<file path="config.mk">
export PLATFORM = sky130hd
export DESIGN_NAME = lamp_monitor_flat
export DESIGN_NICKNAME = d
export VERILOG_FILES = /design/src/rtl/lamp_monitor_pkg.sv /design/src/rtl/lamp_monitor_if.sv /design/src/rtl/lamp_monitor_flasher.sv /design/src/rtl/lamp_monitor.sv /design/src/flat_wrapper.sv
export SDC_FILE = /design/constraint.sdc
export NUM_CORES = 1
export LEC_CHECK = 0
export ABC_AREA = 1
export BUFFER_PORTS_ARGS = -buffer_cell sky130_fd_sc_hd__buf_2
export CAP_MARGIN = 20
export CORE_UTILIZATION = 50
export DETAILED_ROUTE_END_ITERATION = 16
export PLACE_DENSITY = 0.72
export SLEW_MARGIN = 20
export SYNTH_ARGS = -nofsm -noshare
export SYNTH_HDL_FRONTEND = slang
export SYNTH_SLANG_ARGS = --single-unit
</file>
<file path="constraint.sdc">
create_clock -name clock -period 1.23 [get_ports clock]
set_input_delay 0.246 -clock clock [delete_from_list [all_inputs] [get_ports clock]]
set_output_delay 0.246 -clock clock [all_outputs]
set_load 0.03 [all_outputs]
</file>
<file path="src/rtl/lamp_monitor_pkg.sv">
// lamp_pkg: shared states, fault codes, aspect constants and legality check for lamp_monitor
package lamp_pkg;
  typedef enum logic [1:0] {MONITOR, FAULT, RECOVER} state_t;
  typedef logic [2:0] aspect_t;
  localparam logic [1:0] FC_NONE    = 2'b00;
  localparam logic [1:0] FC_ILLEGAL = 2'b01;
  localparam logic [1:0] FC_STUCK   = 2'b10;
  localparam logic [1:0] FC_DARK    = 2'b11;
  localparam aspect_t ASP_R   = 3'b100;
  localparam aspect_t ASP_RY  = 3'b110;
  localparam aspect_t ASP_G   = 3'b001;
  localparam aspect_t ASP_OFF = 3'b000;
  localparam aspect_t ASP_Y   = 3'b010;
  function automatic logic is_legal(aspect_t p);
    return p == ASP_R || p == ASP_RY || p == ASP_G || p == ASP_OFF || p == ASP_Y;
  endfunction
endpackage

</file>
<file path="src/rtl/lamp_monitor_if.sv">
// lamp_monitor_if: controller requests, clear and lamp drive/fault status bundle
interface lamp_monitor_if;
  logic red_in, yellow_in, green_in, fault_clear;
  logic red, yellow, green, fault;
  logic [1:0] fault_code;
  modport master(output red_in, yellow_in, green_in, fault_clear, input red, yellow, green, fault, fault_code);
  modport slave(input red_in, yellow_in, green_in, fault_clear, output red, yellow, green, fault, fault_code);
endinterface

</file>
<file path="src/rtl/lamp_monitor_flasher.sv">
// lamp_flasher: fail-safe yellow flash, preset on, toggling every FLASH_HALF enabled cycles
module lamp_flasher #(
  parameter int FLASH_HALF = 8
) (
  input  logic clock,
  input  logic reset,
  input  logic start,
  input  logic en,
  output logic yellow
);
  localparam int CW = $clog2(FLASH_HALF + 1);
  logic [CW-1:0] cnt;
  // restart lit on entry, then toggle at the end of each half period
  always_ff @(posedge clock or posedge reset) begin
    if (reset) begin
      cnt <= '0;
      yellow <= 1'b0;
    end else if (start) begin
      cnt <= '0;
      yellow <= 1'b1;
    end else if (en) begin
      cnt <= cnt == CW'(FLASH_HALF - 1) ? '0 : cnt + 1'b1;
      yellow <= cnt == CW'(FLASH_HALF - 1) ? ~yellow : yellow;
    end
  end
endmodule

</file>
<file path="src/rtl/lamp_monitor.sv">
// lamp_monitor: fail-safe lamp pass-through with illegal/stuck/dark detection; LAMP_MONITOR_DARK_CHECK_EN enables the dark check
module lamp_monitor #(
  parameter int MAX_HOLD       = 64,
  parameter int DARK_MAX       = 4,
  parameter int FLASH_HALF     = 8,
  parameter int RECOVER_CYCLES = 16
) (
  input logic clock,
  input logic reset,
  lamp_monitor_if.slave bus
);
  import lamp_pkg::*;
  localparam int HW = $clog2(MAX_HOLD + 1);
  localparam int RW = $clog2(RECOVER_CYCLES + 1);
  state_t state, state_n;
  aspect_t p, prev, prev_n, lamp, lamp_n;
  logic [HW-1:0] hold_cnt, hold_n;
  logic [RW-1:0] rec_cnt, rec_n;
  logic [1:0] code, code_n, det_code;
  logic illegal, stuck, dark_hit, det, rec_done, flash;
  assign p = {bus.red_in, bus.yellow_in, bus.green_in};
  assign illegal = !is_legal(p);
  assign stuck = p == prev && hold_cnt == HW'(MAX_HOLD - 1);
  assign det = illegal || dark_hit || stuck;
  assign det_code = illegal ? FC_ILLEGAL : dark_hit ? FC_DARK : FC_STUCK;
  assign rec_done = rec_cnt == RW'(RECOVER_CYCLES - 1);
  // history is only meaningful in MONITOR; elsewhere it sits at its post-recovery value
  assign prev_n = state != MONITOR ? ASP_R : p;
  assign hold_n = state != MONITOR || p != prev ? '0 : hold_cnt == HW'(MAX_HOLD) ? hold_cnt : hold_cnt + 1'b1;
`ifdef LAMP_MONITOR_DARK_CHECK_EN
  localparam int DW = $clog2(DARK_MAX + 1);
  logic [DW-1:0] dark_cnt, dark_n;
  assign dark_hit = p == ASP_OFF && dark_cnt == DW'(DARK_MAX - 1);
  assign dark_n = state != MONITOR || p != ASP_OFF ? '0 : dark_cnt == DW'(DARK_MAX) ? dark_cnt : dark_cnt + 1'b1;
  // consecutive all-off sample counter
  always_ff @(posedge clock or posedge reset) begin
    if (reset) dark_cnt <= '0;
    else dark_cnt <= dark_n;
  end
`else
  assign dark_hit = 1'b0 && DARK_MAX > 0;
`endif
  // next state, latched code and next lamp aspect; the offending pattern is never chosen
  always_comb begin
    state_n = state;
    code_n = code;
    lamp_n = lamp;
    rec_n = '0;
    if (state == MONITOR) begin
      state_n = det ? FAULT : MONITOR;
      code_n = det ? det_code : code;
      lamp_n = det ? ASP_OFF : p;
    end else if (state == FAULT) begin
      if (bus.fault_clear && !illegal) begin
        state_n = RECOVER;
        code_n = FC_NONE;
        lamp_n = ASP_R;
      end
    end else if (illegal) begin
      state_n = FAULT;
      code_n = FC_ILLEGAL;
      lamp_n = ASP_OFF;
    end else if (rec_done) state_n = MONITOR;
    else rec_n = rec_cnt + 1'b1;
  end
  // state, lamp register and monitoring history
  always_ff @(posedge clock or posedge reset) begin
    if (reset) begin
      state <= MONITOR;
      lamp <= ASP_R;
      code <= FC_NONE;
      rec_cnt <= '0;
      prev <= ASP_R;
      hold_cnt <= '0;
    end else begin
      state <= state_n;
      lamp <= lamp_n;
      code <= code_n;
      rec_cnt <= rec_n;
      prev <= prev_n;
      hold_cnt <= hold_n;
    end
  end
  lamp_flasher #(.FLASH_HALF(FLASH_HALF)) u_flasher (
    .clock (clock),
    .reset (reset),
    .start (state != FAULT && state_n == FAULT),
    .en    (state == FAULT),
    .yellow(flash)
  );
  assign bus.red = lamp[2];
  assign bus.yellow = state == FAULT ? flash : lamp[1];
  assign bus.green = lamp[0];
  assign bus.fault = state != MONITOR;
  assign bus.fault_code = code;
endmodule

</file>
<file path="src/flat_wrapper.sv">
// flat-port wrapper written by rule: the top's interface ports become plain ports
module lamp_monitor_flat import lamp_pkg::*;
#(
  parameter int MAX_HOLD       = 64,
  parameter int DARK_MAX       = 4,
  parameter int FLASH_HALF     = 8,
  parameter int RECOVER_CYCLES = 16
)
  (clock, reset, bus_red_in, bus_yellow_in, bus_green_in, bus_fault_clear, bus_red, bus_yellow, bus_green, bus_fault, bus_fault_code);
  lamp_monitor_if bus_i ();
  input logic clock;
  input logic reset;
  input wire logic [$bits(bus_i.red_in)-1:0] bus_red_in;
  input wire logic [$bits(bus_i.yellow_in)-1:0] bus_yellow_in;
  input wire logic [$bits(bus_i.green_in)-1:0] bus_green_in;
  input wire logic [$bits(bus_i.fault_clear)-1:0] bus_fault_clear;
  output wire logic [$bits(bus_i.red)-1:0] bus_red;
  output wire logic [$bits(bus_i.yellow)-1:0] bus_yellow;
  output wire logic [$bits(bus_i.green)-1:0] bus_green;
  output wire logic [$bits(bus_i.fault)-1:0] bus_fault;
  output wire logic [$bits(bus_i.fault_code)-1:0] bus_fault_code;
  assign bus_i.red_in = bus_red_in;
  assign bus_i.yellow_in = bus_yellow_in;
  assign bus_i.green_in = bus_green_in;
  assign bus_i.fault_clear = bus_fault_clear;
  assign bus_red = bus_i.red;
  assign bus_yellow = bus_i.yellow;
  assign bus_green = bus_i.green;
  assign bus_fault = bus_i.fault;
  assign bus_fault_code = bus_i.fault_code;
  lamp_monitor #(.MAX_HOLD(MAX_HOLD), .DARK_MAX(DARK_MAX), .FLASH_HALF(FLASH_HALF), .RECOVER_CYCLES(RECOVER_CYCLES)) u_core (.clock(clock), .reset(reset), .bus(bus_i));
endmodule
</file>
==> flow_summary.yaml, run 1 <==
clock_tree:
  cts_tree: "yes"
  cts_max_level: 1
  clock_latency_ns: 0.33
  cts_buffers: 3
  cts.path.max_buffers: 2
  clkTransAtPathRegs_ns: 0.14
  root_buffer: "clkbuf_4"
  clock-sinks: 27
global_routing:
  grt_max_degree: 28
  grt_busiest_layer: "met2"
  grt_pass1_vias: 1261
  antenna_found_initial: 0
  use_met3_pct: 3.83
  overflow: 0
  grt_usage_pct: 25.1
  globalRouteMet1Util_pct: 28.3
  grt_pass1_wl_mm: 5.23
  use_met2_pct: 43.2
critical_path:
  crit_family: "flip-flops"
  cp.arrival_ns: 1.30
  cp_max_fo: 5
  rr_worst_depth: 10
  crit_type: "flip-flop to output port"
  r2r_slack_ns: -0.29
  crit_slowest_cell: "dfrtp_2"
  cp-start-kind: "flip-flop"
  cp.required_ns: 0.98
  critPathBufInv: 3
  crit_chain: "inv_2, nand2_4, inv_4, nand2_2, o21ai_2, buf_6"
  cp-end-kind: "output port"
  slowest_delay_ns: 0.49
  r2r-start: "u_core.state[1]$_DFF_PP0_"
  reg2reg_to: "u_core.u_flasher.cnt[1]$_DFFE_PP0P_"
power:
  cellLeakagePower_nw: 1.03
  power.density_nw_per_um2: 2000
  pwr-share-clk_pct: 9.1
  switching_share_pct: 43.6
  vdd_drop_max_v: 0.00163
  netSwitchingPower_mw: 1.85
  p_int_mw: 2.39
  p_comb_share_pct: 59.9
  seqPwrFrac_pct: 31.0
finish:
  nets: 229
  antenna_cells: 0
  syn_to_final_growth_pct: 51.5
  fin_util_pct: 82.6
  drive_gt1_share_pct: 55.0
synth:
  synth-adder-area-share_pct: 3.57
  synth_area_um2: 1400
  syn_inst: 165
  synth_compound_area_share_pct: 7.51
  synth-seq-cells: 27
  synth_mux_area_share_pct: 0
  yosys.area_share.simple_pct: 27.7
  syn_avg_cell_area_um2: 8.49
  yosys_warnings: 0
  synth_top_family_by_area: "simple AND/OR/NAND/NOR gates"
  synth_cell_types: 27
  yosysSeqAreaShare_pct: 48.4
  synth_fp_nets: 175
  synth_xor_area_share_pct: 5.00
placed_design:
  globalplace.congestion: 0.854
  port-buffer-count: 11
  dp_hpwl_mm: 2.16
routing:
  wl_per_cell_um: 14.8
  drcViolationCount: 0
  drt_iter0_drc: 24
  routed_via_density: 5.29
  postRouteAntennaNets: 0
  vias: 1311
  wirelength_mm: 3.67
  drt_first_pass_iters: 4
timing:
  fmax_mhz: 645
  hold_viol: 0
  max_slew_margin_pct: 75.9
  skew_ns: 0.00284
  rsz0062_at_grt: "yes"
  tightestPinTransition_ns: 0.359
  finalSetupTns_ns: -3.88
  min_period_ns: 1.55
  post-route-period-util_pct: 126
  fin_ws_ns: -0.320
  finalMaxSlewViolations: 0
  setup_violations: 25
run_status:
  violations: "negative setup slack"
  outcome: "finished, violations left"
min_path:
  hold_end: "u_core.prev[2]$_DFF_PP1_"
  min_path_type: "input pin to flip-flop"
  worstHoldStart: "bus_red_in"
  hold_path_depth: 3
floorplanning:
  ios: 12
  die_h_um: 54.9
  die_w_um: 54.9
  rows: 18
  dieArea_um2: 3020
  floorplan.initialDensity_pct: 54.5
  core-area_um2: 2570
flow_run:
  max-cap-violations: 0
cell type report:
class                      count  area, um2
timing repair buffer          49        388
inverter                      29        121
sequential                    27        681
clock buffer                   4       26.3
fill                         134        447
tap                           30       37.5
multi-input combinational    109        867
Yosys cell counts:
cell      number  area [um2]
nand3_2        3        30.0
dfrtp_1       25         626
o21ai_1        1        5.00
o22ai_1        1        6.26
xnor2_1        1        8.76
nor2_4         2        22.5
nand3_1       11        55.1
xor2_1         7        61.3
dfstp_2        2        52.6
nand2_1       37         139
nor3_1         2        10.0
ha_1           4        50.1
nor2_1        15        56.3
nand2_4        1        11.3
a21oi_1        6        30.0
o21ai_0        3        15.0
o31ai_1        1        7.51
o211ai_1       1        7.51
a211oi_2       1        12.5
inv_2          7        26.3
o31ai_2        1        12.5
and2_2         1        7.51
nand2_2        5        31.3
inv_1         22        82.6
nand4_1        3        18.8
o21ai_2        1        8.76
nor2_2         1        6.26
layout by cell type (no fill, tap or decap), drive strengths merged:
cell and n:
xor2 7, dfrtp 25, nor2 18, nand2 43, a21oi 6, o31ai 2
dfstp 2, dlygate4sd3 1, buf 48, o21ai 5, and2 1, ha 4
xnor2 1, o211ai 1, a211oi 1, inv 29, nor3 2, o22ai 1
nand3 14, nand4 3, clkbuf 4
stage by stage:
stage                     setup slack [ns]  power [mW]  std cells  cell area, um2  hold WS, ns
after floorplan                    -0.0598        2.30        165            1420        0.297
final                               -0.320        4.24        248            2120        0.152
after global placement              -0.142        2.83        229            1680        0.314
after detailed placement            -0.195        2.88        229            1680        0.324
after global routing                -0.362        4.48        248            2120        0.176
after CTS                           -0.292        3.77        242            1920        0.148
worst max-delay path by stage:
stage	startpoint	to	depth (start not counted)
after floorplan	u_core.rec_cnt[0]$_DFF_PP0_	u_core.u_flasher.cnt[0]$_DFFE_PP0P_	11
after global placement	u_core.rec_cnt[0]$_DFF_PP0_	u_core.u_flasher.cnt[2]$_DFFE_PP0P_	11
after detailed placement	u_core.rec_cnt[0]$_DFF_PP0_	u_core.u_flasher.cnt[2]$_DFFE_PP0P_	11
after CTS	u_core.state[1]$_DFF_PP0_	bus_yellow	6
after global routing	u_core.state[1]$_DFF_PP0_	u_core.u_flasher.cnt[1]$_DFFE_PP0P_	10
final	u_core.state[1]$_DFF_PP0_	bus_yellow	6
cells by family after synthesis:
kind of cell	Yosys count
AO/OA/AOI/OAI	16
XOR/XNOR	8
adder cells (fa/ha/maj)	4
buffers and inverters	29
flip-flops	27
AND/OR/NAND/NOR	81
tightest hold or removal path: cells and delay by family:
kind                   cells  cell delay, ns
buffers and inverters      2            0.20
AND/OR/NAND/NOR            1            0.05
routing by layer:
metal  wire length [um]  part of all wire [%]
met5                  0                     0
met3                134                   3.6
met2               1950                    53
met4                142                   3.9
met1               1450                    39
power groups by stage:
| stage | clock network [mW] | registers, mW | logic, mW |
|---|---|---|---|
| finish | 0.386 | 1.31 | 2.54 |
| global route | 0.427 | 1.33 | 2.72 |
| CTS | 0.391 | 1.29 | 2.10 |
| detailed placement | 0 | 1.28 | 1.60 |
| global placement | 0 | 1.27 | 1.57 |
| floorplan | 0 | 1.36 | 0.938 |
registers in the layout (all words and copies together) (netlist names):
name / count
u_core.u_flasher.yellow: 1
u_core.bus.fault_code: 2
u_core.u_flasher.cnt: 4
u_core.rec_cnt: 5
u_core.state: 2
u_core.hold_cnt: 7
u_core.prev: 3
u_core.lamp: 3
repair_timing:
item,in CTS,in global routing
setup endpoints to repair,23,25
endpoints found under the hold margin,25,0
pin swaps,12,15
resized for setup,44,36
setup buffers,10,7
hold buffers,1,0
Power figures use the tool's default switching activity.
==> inputs of run 2 (changes only) <==
--- a/config.mk
+++ b/config.mk
@@ -10,7 +10,7 @@
 export CAP_MARGIN = 20
 export CORE_UTILIZATION = 50
 export DETAILED_ROUTE_END_ITERATION = 16
-export PLACE_DENSITY = 0.72
+export PLACE_DENSITY = 0.7
 export SLEW_MARGIN = 20
 export SYNTH_ARGS = -nofsm -noshare
 export SYNTH_HDL_FRONTEND = slang
==> constraint.sdc (replaced) <==
create_clock -name clock -period 1.9 [get_ports clock]
set_input_delay 0.38 -clock clock [delete_from_list [all_inputs] [get_ports clock]]
set_output_delay 0.38 -clock clock [all_outputs]
set_load 0.03 [all_outputs]
==> run 2 against run 1 <==
Sequential share of layout area up 12 points; the run now ends clean; worst setup slack better by 0.42 ns; count of clock-buffer cells in the layout down 1; largest cell class is now sequential cells; wire length down 32%; sequential cell count unchanged; combinational power down 66%; critical endpoint is now bus_fault; cell count down 15%; first-iteration DRC count up 46%.
==> flow_summary.yaml, run 2 (same netlist as run 1, synthesis figures left out) <==
run_status:
  outcome: "complete, no violations"
critical_path:
  cp.required_ns: 1.52
  cp-start-kind: "flip-flop"
  cp_max_fo: 6
  cp-end-kind: "output port"
  crit_slowest_cell: "dfrtp_1"
  crit_type: "flip-flop to output port"
  crit_start: "u_core.state[0]$_DFF_PP0_"
  r2r-start: "u_core.hold_cnt[0]$_DFFE_PP0P_"
  crit_chain: "nor2_2, inv_2, buf_2"
  cp.arrival_ns: 1.42
  slowest_delay_ns: 0.46
placed_design:
  dp_hpwl_mm: 1.91
  post-place-ws_ns: 0.381
  globalplace.congestion: 0.801
  port-buffer-count: 11
routing:
  drt_first_pass_iters: 4
  wl_per_cell_um: 11.8
  postRouteAntennaNets: 0
  routed_via_density: 5.05
  wirelength_mm: 2.50
  vias: 1066
  drt_iter0_drc: 35
  drcViolationCount: 0
finish:
  largest-register: "u_core.hold_cnt"
  reg_top3: "u_core.hold_cnt x7, u_core.rec_cnt x5, u_core.u_flasher.cnt x4"
  ff_latch_area_um2: 679
  antenna_cells: 0
  fillCellCount: 224
  final_cell_mix: "nand2_1 (37), dfrtp_1 (24), inv_1 (22)"
  nets: 192
  drive_gt1_share_pct: 23.2
  final_common_cell: "nand2_1"
  largest_reg_flops: 7
  multiInputGateArea_um2: 613
  syn_to_final_growth_pct: 9.38
floorplanning:
  rows: 18
  die_w_um: 54.9
  die_h_um: 54.9
  ios: 12
  core-area_um2: 2570
  floorplan.initialDensity_pct: 54.5
  dieArea_um2: 3020
clock_tree:
  clkTransAtPathRegs_ns: 0.14
  root_buffer: "clkbuf_4"
  clock-sinks: 27
  clock_latency_ns: 0.32
  cts.path.max_buffers: 2
  cts_resized: 0
  cts_max_level: 1
  cts_buffers: 3
  postCtsHoldBufs: 0
  cts_setup_buffers: 0
  cts_tree: "yes"
timing:
  fmax_mhz: 555
  setup_violations: 0
  hold_viol: 0
  min_period_ns: 1.80
  tightestPinTransition_ns: 0.366
  skew_ns: 0.00249
  fin_ws_ns: 0.0970
  finalSetupTns_ns: 0
  finalMaxSlewViolations: 0
  rsz0062_at_grt: "no"
  post-route-period-util_pct: 94.9
  max_slew_margin_pct: 75.6
power:
  p_total_mw: 1.92
  vdd_drop_max_v: 0.000766
  cellLeakagePower_nw: 0.774
  power.density_nw_per_um2: 1260
global_routing:
  antenna_found_initial: 0
  grt_pass1_wl_mm: 4.11
  grt_pass1_vias: 979
  grt_max_degree: 28
  grt_usage_pct: 19.3
  overflow: 0
min_path:
  min_path_type: "input pin to async pin"
flow_run:
  max-cap-violations: 0
run 2: per-stage QoR:
| step | util [%] | instance area (um2) | instances | hold slack (ns) |
|---|---|---|---|---|
| after detailed placement | 58.4 | 1500 | 207 | 0.450 |
| after CTS | 59.5 | 1530 | 211 | 0.0875 |
| after global placement | 58.4 | 1500 | 207 | 0.444 |
| after floorplan | - | 1400 | 165 | 0.429 |
| final | 59.6 | 1530 | 211 | 0.0850 |
| after global routing | 59.6 | 1530 | 211 | 0.136 |
run 2: layer usage:
layer  global-route usage [%]  wire length [um]  vias up
li1                         -                 -      551
met3                     2.46                74        4
met4                     7.50                22        0
met5                        0                 0        -
met2                     33.3              1200       17
met1                     24.5              1200      494
run 2: worst paths after layout:
| kind | depth (start not counted) | end | slack [ns] |
|---|---|---|---|
| min in group clock | 3 | u_core.prev[2]$_DFF_PP1_ | 0.28 |
| max reg2reg | 8 | u_core.u_flasher.cnt[1]$_DFFE_PP0P_ | 0.35 |
| min | 3 | u_core.rec_cnt[4]$_DFF_PP0_ | 0.09 |
| max in group asynchronous | 3 | u_core.lamp[2]$_DFFE_PP1P_ | 1.51 |
| min reg2reg | 1 | u_core.rec_cnt[0]$_DFF_PP0_ | 0.47 |
| max | 3 | bus_fault | 0.1 |
run 2: area by class of cell:
cell class                      count  share of cell area [%]
Sequential cell                    27                    44.4
Inverter                           29                    7.11
Clock buffer                        3                    1.47
Clock inverter                      1                   0.327
Timing Repair Buffer               12                    4.25
Multi-Input combinational cell    109                    40.0
Tap cell                           30                    2.45
run 2: power breakdown:
| part | internal (mW) | switching (mW) |
|---|---|---|
| sequential | 0.717 | 0.103 |
| clock | 0.0790 | 0.171 |
| combinational | 0.276 | 0.579 |
run 2: critical path, delay by kind of cell (launching register included):
family        cells  cell delay (ns)
buf+inv           2             0.32
simple gates      1             0.32
flops             1             0.46
